`config.mk`:
```
export PLATFORM = sky130hd
export DESIGN_NAME = ahb_arbiter
export DESIGN_NICKNAME = d
export VERILOG_FILES = /design/src/rtl/ahb_arbiter_pkg.sv /design/src/rtl/ahb_arbiter_rr_pick.sv /design/src/rtl/ahb_arbiter.sv
export SDC_FILE = /design/constraint.sdc
export NUM_CORES = 1
export LEC_CHECK = 0
export ABC_AREA = 1
export BUFFER_PORTS_ARGS = -buffer_cell sky130_fd_sc_hd__buf_2
export CAP_MARGIN = 5
export CORE_AREA = 3 3 40 42
export CTS_CLUSTER_DIAMETER = 120
export DETAILED_ROUTE_END_ITERATION = 7
export DIE_AREA = 0 0 43 45
export SYNTH_ARGS = -nofsm -noshare
export SYNTH_HDL_FRONTEND = slang
export SYNTH_SLANG_ARGS = --single-unit
```
`constraint.sdc`:
```
create_clock -name clk -period 2.7 [get_ports clk]
set_input_delay 0.54 -clock clk [delete_from_list [all_inputs] [get_ports clk]]
set_output_delay 0.54 -clock clk [all_outputs]
set_load 0.005 [all_outputs]
```
`src/rtl/ahb_arbiter_pkg.sv`:
```
// Shared AHB definitions for the bus arbiter: the HTrans encodings and their
// width, the arbiter FSM state type, and a one-hot to index helper.
// No ports (package).

`ifndef AHB_TRANS_BITS
`define AHB_TRANS_BITS 2
`endif

package ahb_arbiter_pkg;

   typedef enum logic [`AHB_TRANS_BITS-1:0] {
      TRANS_IDLE   = 2'b00,
      TRANS_BUSY   = 2'b01,
      TRANS_NONSEQ = 2'b10,
      TRANS_SEQ    = 2'b11
   } htrans_t;

   typedef enum logic [1:0] {
      ARB_IDLE,
      ARB_GRANT,
      ARB_LOCKED
   } arb_state_t;

   // Up to four masters; callers zero-extend narrower grant vectors.
   function automatic logic [1:0] onehot_to_idx(input logic [3:0] v);
      logic [1:0] idx;
      idx = '0;
      for (int i = 0; i < 4; i++) begin
         if (v[i]) idx = 2'(i);
      end
      return idx;
   endfunction

endpackage

```
`src/rtl/ahb_arbiter_rr_pick.sv`:
```
// Round-robin priority pick.
//   req   : request vector, one bit per master
//   ptr   : index of the last winner (lowest priority this round)
//   grant : one-hot winner, all-zero when nobody requests

module rr_pick #(
   parameter int N = 2
) (
   input  logic [N-1:0]         req,
   input  logic [$clog2(N)-1:0] ptr,
   output logic [N-1:0]         grant
);

   localparam int IW = $clog2(N);

   logic          found;
   logic [IW-1:0] idx;

   // Search starts one past the last winner and wraps, so the last winner
   // is examined last.
   always_comb begin
      grant = '0;
      found = 1'b0;
      idx   = '0;
      for (int k = 1; k <= N; k++) begin
         idx = IW'((int'(ptr) + k) % N);
         if (!found && req[idx]) begin
            grant[idx] = 1'b1;
            found      = 1'b1;
         end
      end
   end

endmodule

```
`src/rtl/ahb_arbiter.sv`:
```
// AHB bus arbiter: round-robin grant with lock and burst hold.
//   clk         : single clock, rising edge
//   rst         : asynchronous, active-low reset
//   HReq        : bus request per master
//   HLock       : locked-transfer request per master
//   HTrans      : transfer type of the current address-phase owner
//   HReady      : slave ready; all arbiter state advances only when high
//   HGrant      : registered one-hot grant
//   HMaster     : address-phase owner index
//   HMasterData : data-phase owner index (read/write data mux select)
//   HMastLock   : current address phase is locked
//
// state      | meaning
// ARB_IDLE   | nobody requested, default master parked on the bus
// ARB_GRANT  | unlocked owner holds the grant
// ARB_LOCKED | owner holds HLock, re-arbitration frozen

module ahb_arbiter
   import ahb_arbiter_pkg::*;
#(
   parameter int NUM_MASTERS    = 2,
   parameter int DEFAULT_MASTER = 0
) (
   input  logic                           clk,
   input  logic                           rst,
   input  logic [NUM_MASTERS-1:0]         HReq,
   input  logic [NUM_MASTERS-1:0]         HLock,
   input  logic [`AHB_TRANS_BITS-1:0]     HTrans,
   input  logic                           HReady,
   output logic [NUM_MASTERS-1:0]         HGrant,
   output logic [$clog2(NUM_MASTERS)-1:0] HMaster,
   output logic [$clog2(NUM_MASTERS)-1:0] HMasterData,
   output logic                           HMastLock
);

   localparam int                     IW        = $clog2(NUM_MASTERS);
   localparam logic [IW-1:0]          DEF_IDX   = IW'(DEFAULT_MASTER);
   localparam logic [NUM_MASTERS-1:0] DEF_GRANT = NUM_MASTERS'(1) << DEFAULT_MASTER;

   arb_state_t             state_q, state_d;
   logic [NUM_MASTERS-1:0] grant_d;
   logic [NUM_MASTERS-1:0] pick;
   logic [IW-1:0]          ptr_q, ptr_d;
   logic [IW-1:0]          grant_idx;
   logic [IW-1:0]          pick_idx;
   logic                   owner_lock;
   logic                   blocked;

   rr_pick #(.N(NUM_MASTERS)) u_rr_pick (
      .req   (HReq),
      .ptr   (ptr_q),
      .grant (pick)
   );

   assign grant_idx  = IW'(onehot_to_idx(4'(HGrant)));
   assign pick_idx   = IW'(onehot_to_idx(4'(pick)));
   assign owner_lock = HLock[grant_idx];
   // A burst in progress (BUSY/SEQ) must not be split across owners.
   assign blocked    = owner_lock || (HTrans == TRANS_BUSY) || (HTrans == TRANS_SEQ);

   always_comb begin
      state_d = state_q;
      grant_d = HGrant;
      ptr_d   = ptr_q;
      if (blocked) begin
         if (owner_lock) begin
            state_d = ARB_LOCKED;
         end else if (state_q == ARB_LOCKED) begin
            state_d = ARB_GRANT;
         end
      end else if (|HReq) begin
         grant_d = pick;
         ptr_d   = pick_idx;
         state_d = ARB_GRANT;
      end else begin
         // Park on the default master; the round-robin pointer keeps its place.
         grant_d = DEF_GRANT;
         state_d = ARB_IDLE;
      end
   end

   always_ff @(posedge clk or negedge rst) begin
      if (!rst) begin
         HGrant      <= DEF_GRANT;
         HMaster     <= DEF_IDX;
         HMasterData <= DEF_IDX;
         HMastLock   <= 1'b0;
         state_q     <= ARB_IDLE;
         ptr_q       <= DEF_IDX;
      end else if (HReady) begin
         HMasterData <= HMaster;
         HMaster     <= grant_idx;
         HMastLock   <= owner_lock;
         HGrant      <= grant_d;
         state_q     <= state_d;
         ptr_q       <= ptr_d;
      end
   end

endmodule

```
# == Word-level counts from Yosys, hierarchy flattened ==
# Cells that the tools add are included.
# word_totals
register_bits,6
input_bits,9
out_inout_bits,5
word_cells,41
# op_classes
addsub,2
n_lt_le_gt_ge,5
eq_ne,2
n_mux,16
n_bitwise,2
reduce_logical,9
# op_table
op,count
$mux W1,11
$lt A1 B2 Y1 const B,3
$mux W2,3
$logic_and A1 B1 Y1,3
$reduce_and A3 Y1,1
$add A1 B1 Y1 const B,2
$demux W1 S1,2
$eq A2 B1 Y1 const B,1
$eq A2 B2 Y1 const B,1
$ge A1 B1 Y1 const B,2
$logic_or A1 B1 Y1,2
$or A2 B2 Y2,1
$reduce_and A2 Y1,1
$reduce_or A2 Y1,1
$logic_not A1 Y1,1
$not A1 Y1,1

# == Logic depth before layout (Yosys ltp) ==
# Gate-level depths: netlist of the first run.
# logic_depth
depth_word,9
ltp_mapped,6
depth_no_buf,6

# == By module ==
# A second synthesis of the first run with hierarchy kept.
# hier_totals
cells_unflattened,40
hier_area_um2,307.8
# modules_own_cells
mod,n_inst,cells_each,area_each_um2,seq_area_each_um2
ahb_arbiter,1,35,287.8,151.4
rr_pick,1,5,20.0,0.0

# == Worst setup path after synthesis of the first run ==
# OpenSTA, ideal clock, no wires.
# synth_path
path_type,flip-flop to output port
start,register HGrant[1]
end,output HGrant[1]
arrival_ps,510
path_slack_ps,1650
path_stages_with_launch,2
path_buffers,1
cell_sequence,dfrtp_1 -> buf_4
# synth_lines
item,line_no,rtl
start: declaration,ahb_arbiter.sv:30,"output logic [NUM_MASTERS-1:0] HGrant,"
start signal: assignment,ahb_arbiter.sv:94,HGrant <= grant_d;
# No word-level cell between the ends.

# == Worst setup path after layout of the first run ==
# layout_path
start,register HGrant[0]
end,output HGrant[0]
# No word-level cell between the ends.

==> results.md, run 1 <==
Run status:
- The run finished with clean final reports.

STA:
- The worst setup skew after layout is 0.003479 ns.
- Measured against its own limit, the worst slew margin works out to 0.8824.
- The achievable frequency is 709.1 MHz.
- The hold violation total from the final report was 0.
- For the pin with the worst max-slew slack, the measured transition is 0.1761 ns.
- The total count of max-transition violations in the final report came to 0.
- In the finished design, the share of the clock period the worst path needs comes to 0.5223.
- The time the final worst path needs with I/O delays and setup is 1.410 ns.
- The worst hold margin is about 0.11 ns.
- Setup repair after global routing left no endpoint under its margin.
- Setup violations remaining at the end of the flow were counted as 0.
- In the final timing run, aggregate negative setup slack is 0 ns.

Power:
- The share of power burned in registers is 0.447.
- Across the VDD grid, the largest voltage drop is 0.2697 mV.
- The power density normalized to cell area is 908.3 nW/um^2.
- Of the total power, combinational logic draws 0.284.
- The fraction of power consumed by the clock network is 0.268.
- The net switching power of the design is 0.1114 mW.
- The leakage component of the power is 0.2099 nW.
- The net switching fraction of the power is 0.3214.
- The internal power consumption is 0.2352 mW.

CTS:
- The number of buffers inserted by post-CTS setup repair is 0.
- In this run the number of H-tree levels came out at 1.
- The clock-pin slew of the registers on the worst-case setup and hold paths is about 0.050 ns.
- The worst-skew pair later-pin latency is 0.25 ns.
- In this run, post-CTS hold repair placed 0 buffers.
- The clock tree from TritonCTS is yes.
- The clock tree root driver cell is clkbuf_4.
- In this run, CTS created clock tree buffers numbering 3.
- The maximum clock path buffer count is 2.
- The TritonCTS sink count is 6.
- The number of instances resized during post-cts repair is 0.

Worst setup path:
- STA classifies the critical path endpoint as an output pin.
- In this run the critical register-to-register path is captured at ptr_q$_DFFE_PN0P_.
- The maximum fanout along the worst path is 2.
- The signal on the critical path passes through buf_2.
- The worst reg-to-reg path cell count is 6.
- The critical-path cell with the highest stage delay is dfstp_2.
- Counting both buffers and inverters, the worst setup path holds a total of 1.
- The dominant delay contributor by cell family on the critical path is flip-flops.
- The startpoint identified for the worst register-to-register timing path is HGrant[1]$_DFFE_PN0P_.
- On the worst path, the slowest cell contributes a delay of 0.52 ns.
- The slack of the worst reg-to-reg path is 1.79 ns.
- The worst setup path is launched from a register.
- In this run the worst setup path begins at HGrant[0]$_DFFE_PN1P_.
- The critical path is of the reg -> out type.
- At the worst endpoint, the arrival time is 0.87 ns.
- The required time of the critical path is between 2 and 2.5 ns.

Logic synthesis:
- The post-synthesis instance area is 284.0 sq um.
- The leading area contributor after synthesis is dfrtp_1.
- The synthesized area per cell is 8.607 sq um.
- The number of distinct library cell variants in the gate-level netlist after synthesis is 13.
- The portion of synthesized cell area occupied by the leading cell type is 0.4405.
- The number of cells produced by synthesis is 33.
- The total of flip-flops plus latches after synthesis is 6.
- The post-synthesis sequential area ratio is 0.5330.
- In the post-synthesis netlist, the biggest area contributors are dfrtp_1 (44%), nand2_1 (15%), dfstp_2 (9.3%), nand2_2 (6.6%), inv_1 (4.0%).
- The total nets after synthesis is 42.
- For this run, the number of Yosys warnings is 0.

Die:
- The I/O pin total is 14.
- The starting utilization of the core area is 0.2210.
- The placement row count is 13.
- The total area inside the core boundary comes to 1285 sq um.
- The area enclosed by the die boundary is roughly 1900 sq um.
- In this run the vertical extent of the chip is 45 um.
- The chip width is ~43 um.

Route:
- The routed design uses approximately 250 um of met2 wire.
- Dividing the detail-routed via count by the number of cells gives 4.016.
- The count of nets left with antenna violations after detail routing is 0.
- Dividing the detail-routed wire length by the instance count gives 8.921 um.
- After detailed routing, the number of remaining DRC violations is 0.
- The routed layout has between 200 and 300 vias.
- The routed metal-1 wirelength is around 240 um.
- The highest layer touched by signal routing is met3.
- The first TritonRoute pass finished after 2 iterations.
- For this block, the routed nets add up to approximately 560 um of wire.
- In the detailed route, the total length drawn on met3 is 68 um.
- The detailed router finished its first iteration with 4 violations.

GRT:
- The number of global-route vias before repair is between 200 and 300.
- The wire length of the first global-routing pass is 993 um.
- Entering global routing, the biggest net connects 7 pins.
- Across every metal layer, demand over resource in global routing totals 0.07376.
- The initial antenna violation count is 0.
- The total congestion overflow is 0.

Placed design:
- The placed wire-length estimate after detailed placement is 436.3 um.
- Input and output buffers added on the ports amount to 12.
- At the end of routability-driven placement, the weighted congestion stood at about 0.64.

Final layout:
- The commonest non-fill, non-tap cell in the layout is buf_2.
- The register cell area after layout is 151.4 sq um.
- The net count reported at finish is 58.
- Leaving out fill and tap cells, the most frequent cells in the layout are buf_2 (12), nand2_1 (11), dfrtp_1 (5).
- The repair_antennas step left the layout with diodes totalling 0.
- The share of cells above drive strength 1 is 0.4375.
- The synthesis-to-finish area growth is 34.36%.
- The fraction of the core area covered by cells at the end of the flow is 0.2970.
- The multi-input combinational cell area is 110.1 sq um.
- The number of fillers in the final layout is 155.

Flow run:
- The max capacitance violation total is 0.

Min path:
- The path class of the tightest hold or removal check is in -> async.
## per-stage QoR
stage | power [mW] | setup WS, ns | instances | instance area, sq um
6_report | 0.3466 | 1.290 | 63 | 381.6
5_1_grt | 0.3778 | 1.260 | 63 | 381.6
4_1_cts | 0.3552 | 1.278 | 63 | 381.6
3_5_place_dp | 0.2572 | 1.552 | 59 | 355.3
3_3_place_gp | 0.2552 | 1.552 | 59 | 355.3
2_1_floorplan | 0.2176 | 1.650 | 33 | 284.0
## synth_stat cells (all sizes together)
master and n:
buf 1, nor2 1, dfstp 1, nand2 14, o21ai 3, a21boi 1, nand3 2, or2 1
dfrtp 5, inv 4
## worst reg2reg max path, stage by stage (launching register included)
cell     delay (ns)
dfrtp_1        0.40
inv_1          0.09
nand2_2        0.05
nand2_2        0.09
nand3_1        0.08
nand2_1        0.06
nand2_1        0.04
## per-layer routing
metal  vias to the layer above  global-route usage
met5                         -                   0
met4                         0             0.05422
met3                         0             0.03586
met2                        12              0.1078
met1                       110             0.08354
li1                        131                   -
## power by group through the flow
stage,sequential [mW],combinational [mW],clock (mW)
finish,0.155,0.0985,0.0931
global route,0.162,0.115,0.101
CTS,0.156,0.102,0.0976
detailed placement,0.156,0.101,0
global placement,0.156,0.0989,0
floorplan,0.157,0.0607,0
## registers in the layout (all words and copies together), names as in the netlist
signal	flops
HMastLock	1
HGrant	2
HMaster	1
ptr_q	1
HMasterData	1
## final cells by class
class	count	share of cell area
timing repair buffer	12	0.1574
tap	15	0.04918
inverter	4	0.03934
sequential	6	0.3967
multi-input combinational	22	0.2885
clock buffer	4	0.06885
## how the worst max path moves through the flow
| stage | depth (start not counted) | slack [ns] | end |
|---|---|---|---|
| 6_report | 1 | 1.29 | HGrant[0] |
| 5_1_grt | 1 | 1.26 | HGrant[0] |
| 4_1_cts | 1 | 1.28 | HGrant[0] |
| 3_5_place_dp | 1 | 1.55 | HGrant[0] |
| 3_3_place_gp | 1 | 1.55 | HGrant[0] |
| 2_1_floorplan | 1 | 1.65 | HGrant[1] |
## cells by family after synthesis
| group | Yosys count | synth area share |
|---|---|---|
| flip-flops | 6 | 0.5331 |
| AO/OA/AOI/OAI | 4 | 0.07929 |
| AND/OR/NAND/NOR | 18 | 0.3084 |
| buffers and inverters | 5 | 0.07929 |
Note: power is estimated with default switching activity, not from simulation.
==> run 2, diff against run 1 <==
--- a/config.mk
+++ b/config.mk
@@ -5,7 +5,7 @@
 export SDC_FILE = /design/constraint.sdc
 export NUM_CORES = 1
 export LEC_CHECK = 0
-export ABC_AREA = 1
+export ABC_AREA = 0
 export BUFFER_PORTS_ARGS = -buffer_cell sky130_fd_sc_hd__buf_2
 export CAP_MARGIN = 5
 export CORE_AREA = 3 3 40 42
==> constraint.sdc (replaced) <==
create_clock -name clk -period 1.2 [get_ports clk]
set_input_delay 0.24 -clock clk [delete_from_list [all_inputs] [get_ports clk]]
set_output_delay 0.24 -clock clk [all_outputs]
set_load 0.005 [all_outputs]
==> run 2 against run 1 <==
Effect of this change: largest power group unchanged; non-clock buffer count is 3 higher; setup slack worse by 1.3 ns; sequential share of layout area is 2.6 points lower; synthesized cell count is 33% lower; clock power is 130% higher.
==> results.md, run 2 <==
Logic synthesis:
- The synthesized area per cell is 12.51 sq um (was 8.607 sq um).
- The number of distinct library cell variants in the gate-level netlist after synthesis is 14 (was 13).
- The yosys synthesis warning count is 0 (unchanged).
- The area share of fa/ha/maj cells after synthesis came to 0 (unchanged).
- The mux cell area share after synthesis is 0.1727 (was 0).
- Ranking of synthesized cells by instance count: dfrtp_1 (5), a21oi_1 (2), mux2_2 (2), nand3b_1 (2), nor2_1 (2) (was nand2_1 (11), dfrtp_1 (5), inv_1 (3), nand2_2 (3)).
- The post-synthesis instance area is 275.3 sq um (was 284.0 sq um).
- The main flop type after synthesis is dfrtp_1 (unchanged).
- The total nets after synthesis is 31 (was 42).
- The async set or reset register ratio after synthesis is 1.000 (unchanged).
- The leading area contributor after synthesis is dfrtp_1 (unchanged).
- The compound-gate portion of the synthesized area is 0.09545 (was 0.07930).
- The post-synthesis sequential area ratio is 0.5500 (was 0.5330).
- The post-synthesis simple-gate area fraction is 0.1409 (was 0.3084).
- The number of cells produced by synthesis is 22 (was 33).
- The number of synthesized flops with an enable pin is 0 (unchanged).
- The combinational family with the most area after synthesis is multiplexers (was simple AND/OR/NAND/NOR gates).
- The most frequent cell after synthesis is dfrtp_1 (was nand2_1).
- The xor/xnor share of the synthesized area is 0 (unchanged).
- The portion of synthesized cell area occupied by the leading cell type is 0.4545 (was 0.4405).
- Largest cells by area after synthesis: dfrtp_1 (45%), dfstp_2 (9.5%), mux2_2 (8.2%), mux2_4 (5.5%), nand3b_1 (5.5%) (was dfrtp_1 (44%), nand2_1 (15%), dfstp_2 (9.3%), nand2_2 (6.6%), inv_1 (4.0%)).
- The total of flip-flops plus latches after synthesis came to 6 (unchanged).

Worst setup path:
- The maximum fanout along the worst path is 3 (was 2).
- The critical register-to-register path startpoint is HGrant[1]$_DFFE_PN0P_ (unchanged).
- The beginning of the critical path is HGrant[1]$_DFFE_PN0P_ (was HGrant[0]$_DFFE_PN1P_).
- The kind of capture point of the worst setup path was a register (was output pin).
- The type of origin of the critical path is a register (unchanged).
- The classification of the worst setup path is reg -> reg (was reg -> out).
- The endpoint arrival time on the critical path is 1.32 ns (was 0.87 ns).
- The worst reg-to-reg path cell count is 3 (was 6).
- The slack of the worst reg-to-reg path was 0.03 ns (was 1.79 ns).
- The required time of the critical path was 1.34 ns (was 2.16 ns).
- The end of the worst register-to-register path is ptr_q$_DFFE_PN0P_ (unchanged).

STA:
- The hold violation total from the final report was 0 (unchanged).
- The worst setup skew after layout was 0.01465 ns (was 0.003479 ns).
- Setup repair after global routing missed its margin: yes (was no).
- The accumulated negative setup slack was 0 ns (unchanged).
- The worst slew slack as a fraction of its limit was 0.8680 (was 0.8824).
- The worst hold margin came to 0.2417 ns (was 0.1062 ns).
- The post-route fraction of the period consumed by the critical path is 0.9788.
- The time the final worst path needs with I/O delays and setup is ~1.2 ns.
- The worst-margin pin slew is 0.1925 ns (was 0.1761 ns).
- The final-report setup violation count is 0 (unchanged).
- The total count of max-transition violations in the final report is 0 (unchanged).
- The final worst slack is 0.02545 ns (was 1.290 ns).
- The achievable frequency is 851.4 MHz.

CTS:
- The worst-skew pair later-pin latency is 0.25 ns (about the same).
- The number of buffers inserted during clock tree synthesis came to 3 (unchanged).
- The clock-pin slew of the registers on the worst-case setup and hold paths is 0.06 ns (was 0.05 ns).
- The TritonCTS sink count was 6 (unchanged).
- The clock tree root driver cell is clkbuf_4 (unchanged).
- The maximum clock path buffer count was 2 (unchanged).
- The clock tree from TritonCTS is yes (unchanged).
- The H-tree depth is 1 (unchanged).

Run status:
- Run status: completed (unchanged).

Final layout:
- The net count reported at finish is 50 (was 58).
- The post-route standard cell area excluding fillers came to 407.9 sq um (was 381.6 sq um).
- The share of cells above drive strength 1 is 0.5500 (was 0.4375).
- The top register by number of flip-flops is HGrant (unchanged).
- The synthesis-to-finish area growth was 48.18% (was 34.36%).
- The number of antenna repair diodes was 0 (unchanged).
- The flip-flop count of the largest register, all copies and words added is 2 (unchanged).
- Most frequent cells in the layout: buf_2 (11), dfrtp_1 (5), clkbuf_4 (3) (was buf_2 (12), nand2_1 (11), dfrtp_1 (5)).
- The number of fillers in the final layout came to 142 (was 155).
- The commonest non-fill, non-tap cell in the layout was buf_2 (unchanged).

GRT:
- The initial antenna violation count is 0 (unchanged).
- The number of global-route vias before repair is 232 (was 259).
- The total congestion overflow is 0 (unchanged).
- The largest net degree at the start of global routing is 7 (unchanged).
- The wire length of the first global-routing pass is 1055 um (was 993 um).
- The overall global routing resource usage is 0.08047 (was 0.07376).

Route:
- The length of the first detailed-routing pass in iterations is 1 (was 2).
- The count of nets left with antenna violations after detail routing was 0 (unchanged).
- The DRC violation total after the first TritonRoute iteration was 0 (was 4).
- The number of design rule violations left after detail routing came to 0 (unchanged).
- The post-detailed-route via-to-cell ratio is 4.164 (was 4.016).
- The routed length per instance is 11.76 um (was 8.921 um).
- The via count is 229 (was 253).
- The aggregate routed wire length is 647 um (was 562 um).

Placed design:
- The number of I/O port buffers is 12 (unchanged).
- The placed wire-length estimate after detailed placement is 481.5 um (was 436.3 um).
- The global placement routability congestion is 0.6061 (was 0.6371).
- The placed instance area is 354.1 sq um (was 355.3 sq um).
- The worst slack at placement is 0.04542 ns (was 1.552 ns).

Min path:
- The startpoint of the lowest-slack hold path is HReady.
- The worst hold path passes through 2 cells.
- The path with the worst hold slack has its endpoint at HMastLock$_DFFE_PN0P_.
- The class of the most critical hold timing path was in -> reg (was in -> async).

Die:
- The y dimension of the die came to 45 um (unchanged).
- The chip width is 43 um (unchanged).
- The I/O pin total is 14 (unchanged).
- The placement row count came to 13 (unchanged).
- The starting utilization of the core area was 0.2142 (was 0.2210).
- The area of the core was 1285 sq um (unchanged).
- The area enclosed by the die boundary is 1935 sq um (unchanged).

Power:
- The worst ir drop on vdd is 0.5239 mV (was 0.2697 mV).
- The leakage component of the power is 0.2056 nW (was 0.2099 nW).
- The power density normalized to cell area was 1884 nW/um^2 (was 908.3 nW/um^2).

Flow run:
- The max capacitance violation total came to 0 (unchanged).
[run 2: cell families after synthesis]
group / after synthesis
DFF: 6
and+or+nand+nor: 6
AOI/OAI and AO/OA: 4
muxes: 4
buffers and inverters: 2
[run 2: how the worst max path moves through the flow]
stage | end | depth (start not counted)
floorplan | ptr_q$_DFFE_PN0P_ | 3
global placement | ptr_q$_DFFE_PN0P_ | 3
detailed placement | ptr_q$_DFFE_PN0P_ | 3
CTS | HGrant[1] | 2
global route | ptr_q$_DFFE_PN0P_ | 3
finish | ptr_q$_DFFE_PN0P_ | 3
[run 2: critical path, cell delays in order (launching register included)]
cell      delay (ns)
dfrtp_1         0.41
mux2i_1         0.26
nand3b_1        0.16
o22a_1          0.23
[run 2: what timing repair did]
item / 4_1_cts / 5_1_grt
hold buffers: 1 / 0
setup endpoints to repair: 0 / 3
endpoints found under the hold margin: 5 / 0
resized for setup: 0 / 2
setup buffers: 0 / 1
[run 2: metal layers]
layer  GRT usage  wire length, um  share of wire
met5           0                0              0
met4     0.07229                0              0
met3     0.03586               58          0.090
met2     0.09581              263           0.41
met1      0.1057              325           0.50
[run 2: area by class of cell]
class                      count  area [sq um]  area share
sequential                     6         151.4      0.3712
multi-input combinational     14         112.6      0.2761
timing repair buffer          15         95.09      0.2331
clock buffer                   4         26.28     0.06442
tap                           15         18.77     0.04601
inverter                       1         3.754    0.009202
[run 2: power breakdown]
part | leakage [nW] | switching [mW] | internal (mW)
Combinational | 0.120 | 0.0820 | 0.151
Clock | 0.0150 | 0.0848 | 0.127
Sequential | 0.0711 | 0.0456 | 0.278
[run 2: through the flow]
step / std cells / total power [mW] / utilization
after floorplan: 22 / 0.4381 / -
after global routing: 55 / 0.8277 / 0.3174
after detailed placement: 49 / 0.5273 / 0.2756
after global placement: 49 / 0.5210 / 0.2756
after CTS: 54 / 0.7569 / 0.3038
final: 55 / 0.7684 / 0.3174
==> run 3, diff against run 2 <==
--- a/config.mk
+++ b/config.mk
@@ -5,7 +5,7 @@
 export SDC_FILE = /design/constraint.sdc
 export NUM_CORES = 1
 export LEC_CHECK = 0
-export ABC_AREA = 0
+export ABC_AREA = 1
 export BUFFER_PORTS_ARGS = -buffer_cell sky130_fd_sc_hd__buf_2
 export CAP_MARGIN = 5
 export CORE_AREA = 3 3 40 42
==> run 3 against run 2 <==
Effect of this change: cell count increased by 16%; highest routed layer is now met4; first-iteration DRC count increased by 2; design area decreased by 4.0%; sequential cell count unchanged; largest cell class unchanged; critical path depth decreased by 2; maximum frequency increased by 6.5%; routed wire length decreased by 14%; clock-buffer cell count unchanged; non-clock buffer count decreased by 2; worst hold slack got worse by 0.020 ns; core utilization decreased by 1.3 points.
==> results.md, run 3 (synthesis results as in run 1) <==
STA:
- The worst-margin pin slew is 0.1752 ns (was 0.1925 ns).
- The achievable frequency is 906.6 MHz (was 851.4 MHz).
- The hold violation total from the final report is 0 (unchanged).
- The final-report setup violation count is 0 (unchanged).
- The time the final worst path needs with I/O delays and setup is 1.103 ns (was 1.175 ns).
- The total count of max-transition violations in the final report is 0 (unchanged).
- The worst slew slack as a fraction of its limit was 0.8830 (was 0.8680).
- Setup repair after global routing missed its margin: no (was yes).
- The post-route fraction of the period consumed by the critical path came to 0.9192 (was 0.9788).
- The accumulated negative setup slack is 0 ns (unchanged).
- The worst setup skew after layout is 0.004944 ns (was 0.01465 ns).

Power:
- The worst ir drop on vdd was 0.7979 mV (was 0.5239 mV).
- The share of power burned in registers came to 0.452 (was 0.421).
- The leakage component of the power is 0.2141 nW (was 0.2056 nW).
- The combinational fraction of design power came to 0.287 (was 0.303).
- The fraction of power consumed by the clock network is 0.262 (was 0.275).
- The net switching power of the design was 0.2431 mW (was 0.2124 mW).
- The power density normalized to cell area came to 1977 nW/um^2 (was 1884 nW/um^2).
- The net switching fraction of the power is 0.3140 (was 0.2765).
- The internal power consumption came to 0.5311 mW (was 0.5560 mW).

Worst setup path:
- The required time of the critical path is 0.96 ns (was 1.34 ns).
- The critical-path cell with the highest stage delay was dfstp_2 (was dfrtp_1).
- The beginning of the critical path is HGrant[0]$_DFFE_PN1P_ (was HGrant[1]$_DFFE_PN0P_).
- The count of buffering cells on the critical path with inverters included is 1 (was 0).
- The dominant delay contributor by cell family on the critical path is flip-flops (unchanged).
- The endpoint arrival time on the critical path came to 0.86 ns (was 1.32 ns).
- The kind of capture point of the worst setup path is an output pin (was register).
- The classification of the worst setup path is reg -> out (was reg -> reg).
- The maximum fanout along the worst path was 2 (was 3).
- The critical register-to-register path startpoint is HGrant[1]$_DFFE_PN0P_ (unchanged).
- Crit-path cells: buf_2 (was mux2i_1 -> nand3b_1 -> o22a_1).
- The type of origin of the critical path is a register (unchanged).
- The longest individual stage delay on the worst path came to 0.52 ns (was 0.41 ns).

Placed design:
- The placed wire-length estimate after detailed placement came to 426.1 um (was 481.5 um).
- The global placement routability congestion is 0.6404 (was 0.6061).
- The placed instance area is 355.3 sq um (was 354.1 sq um).
- The number of I/O port buffers is 12 (unchanged).

Die:
- The chip width is 43 um (unchanged).
- The starting utilization of the core area was 0.2210 (was 0.2142).
- The y dimension of the die came to 45 um (unchanged).
- The I/O pin total is 14 (unchanged).
- The area enclosed by the die boundary is 1935 sq um (unchanged).
- The area of the core is 1285 sq um (unchanged).
- The placement row count was 13 (unchanged).

Route:
- The count of nets left with antenna violations after detail routing is 0 (unchanged).
- The sum of met3 wire segment lengths after detailed routing is 70 um (was 58 um).
- The post-detailed-route via-to-cell ratio is 3.969 (was 4.164).
- The aggregate routed wire length is 555 um (was 647 um).
- The DRC violation total after the first TritonRoute iteration is 2 (was 0).
- The met2 routed wirelength is 221 um (was 263 um).
- The routed metal-1 wirelength is 255 um (was 325 um).
- The via count is 254 (was 229).
- The top layer used by detailed routing was met4 (was met3).
- The length of the first detailed-routing pass in iterations is 3 (was 1).
- The number of design rule violations left after detail routing is 0 (unchanged).
- The routed length per instance is 8.672 um (was 11.76 um).

GRT:
- The wire length of the first global-routing pass came to 917 um (was 1055 um).
- The overall global routing resource usage is 0.07215 (was 0.08047).
- The number of global-route vias before repair was 228 (was 232).
- The total congestion overflow is 0 (unchanged).
- The largest net degree at the start of global routing came to 7 (unchanged).
- The initial antenna violation count was 0 (unchanged).

Final layout:
- The commonest non-fill, non-tap cell in the layout is buf_2 (unchanged).
- Most frequent cells in the layout: buf_2 (12), nand2_1 (11), dfrtp_1 (5) (was buf_2 (11), dfrtp_1 (5), clkbuf_4 (3)).
- The share of cells above drive strength 1 is 0.4286 (was 0.5500).
- The top register by number of flip-flops is HGrant (unchanged).
- The number of antenna repair diodes is 0 (unchanged).
- The flip-flop count of the largest register, all copies and words added is 2 (unchanged).
- The synthesis-to-finish area growth is 37.89% (was 48.18%).
- The net count reported at finish is 59 (was 50).
- The post-route standard cell area excluding fillers was 391.6 sq um (was 407.9 sq um).

CTS:
- The number of instances resized during post-cts repair is 0 (unchanged).
- The TritonCTS sink count is 6 (unchanged).
- The clock-pin slew of the registers on the worst-case setup and hold paths came to 0.05 ns (was 0.06 ns).
- The clock tree root driver cell is clkbuf_4 (unchanged).
- The maximum clock path buffer count is 2 (unchanged).
- The worst-skew pair later-pin latency is 0.25 ns (about the same).
- The clock tree from TritonCTS is yes (unchanged).
- The H-tree depth is 1 (unchanged).
- The number of buffers inserted during clock tree synthesis came to 3 (unchanged).

Flow run:
- The max capacitance violation total is 0 (unchanged).

Run status:
- Run status: completed (unchanged).

Min path:
- The class of the most critical hold timing path is in -> reg (unchanged).
- The startpoint of the lowest-slack hold path is HReady (unchanged).
[run 3: timing repair]
item	4_1_cts	5_1_grt
buffers inserted	0	0
hold buffers	1	0
endpoints found under the hold margin	5	0
[run 3: routing by layer]
metal / track usage / up-vias
li1: - / 134
met1: 0.08867 / 106
met2: 0.08683 / 12
met3: 0.03586 / 2
met4: 0.07229 / 0
met5: 0 / -
[run 3: power groups by stage]
| stage | logic [mW] | registers (mW) | clock network (mW) |
|---|---|---|---|
| final | 0.222 | 0.350 | 0.203 |
| after global routing | 0.259 | 0.360 | 0.229 |
| after CTS | 0.230 | 0.352 | 0.219 |
| after detailed placement | 0.227 | 0.351 | 0 |
| after global placement | 0.223 | 0.352 | 0 |
| after floorplan | 0.137 | 0.353 | 0 |
[run 3: area by class of cell]
type                    count  area (sq um)
flip-flops and latches      6         151.4
repair buffers             13         70.07
well taps                  15         18.77
inverters                   4         15.01
clock buffers               4         26.28
multi-input cells          22         110.1
fillers                   144         893.4
[run 3: path summary, 6_finish.rpt]
path / slack [ns] / cells past startpoint / to
hold reg to reg: 0.46 / 2 / HMasterData$_DFFE_PN0P_
setup reg to reg: 0.29 / 6 / ptr_q$_DFFE_PN0P_
max in group asynchronous: 0.63 / 2 / HGrant[0]$_DFFE_PN1P_
setup / recovery: 0.1 / 1 / HGrant[0]
min in group asynchronous: 0.35 / 2 / HMasterData$_DFFE_PN0P_
hold / removal: 0.22 / 3 / HMasterData$_DFFE_PN0P_
[run 3: through the flow]
step                      setup WS [ns]  instances  utilization  hold WS, ns  total power, mW
final                           0.09696         64       0.3048       0.2213           0.7742
after floorplan                  0.3530         33            -     -0.05559           0.4895
after detailed placement         0.2793         59       0.2765      0.07344           0.5778
after CTS                       0.07795         64       0.3048       0.2135           0.8014
after global routing            0.06821         64       0.3048       0.2702           0.8479
after global placement           0.2876         59       0.2765      0.07296           0.5743
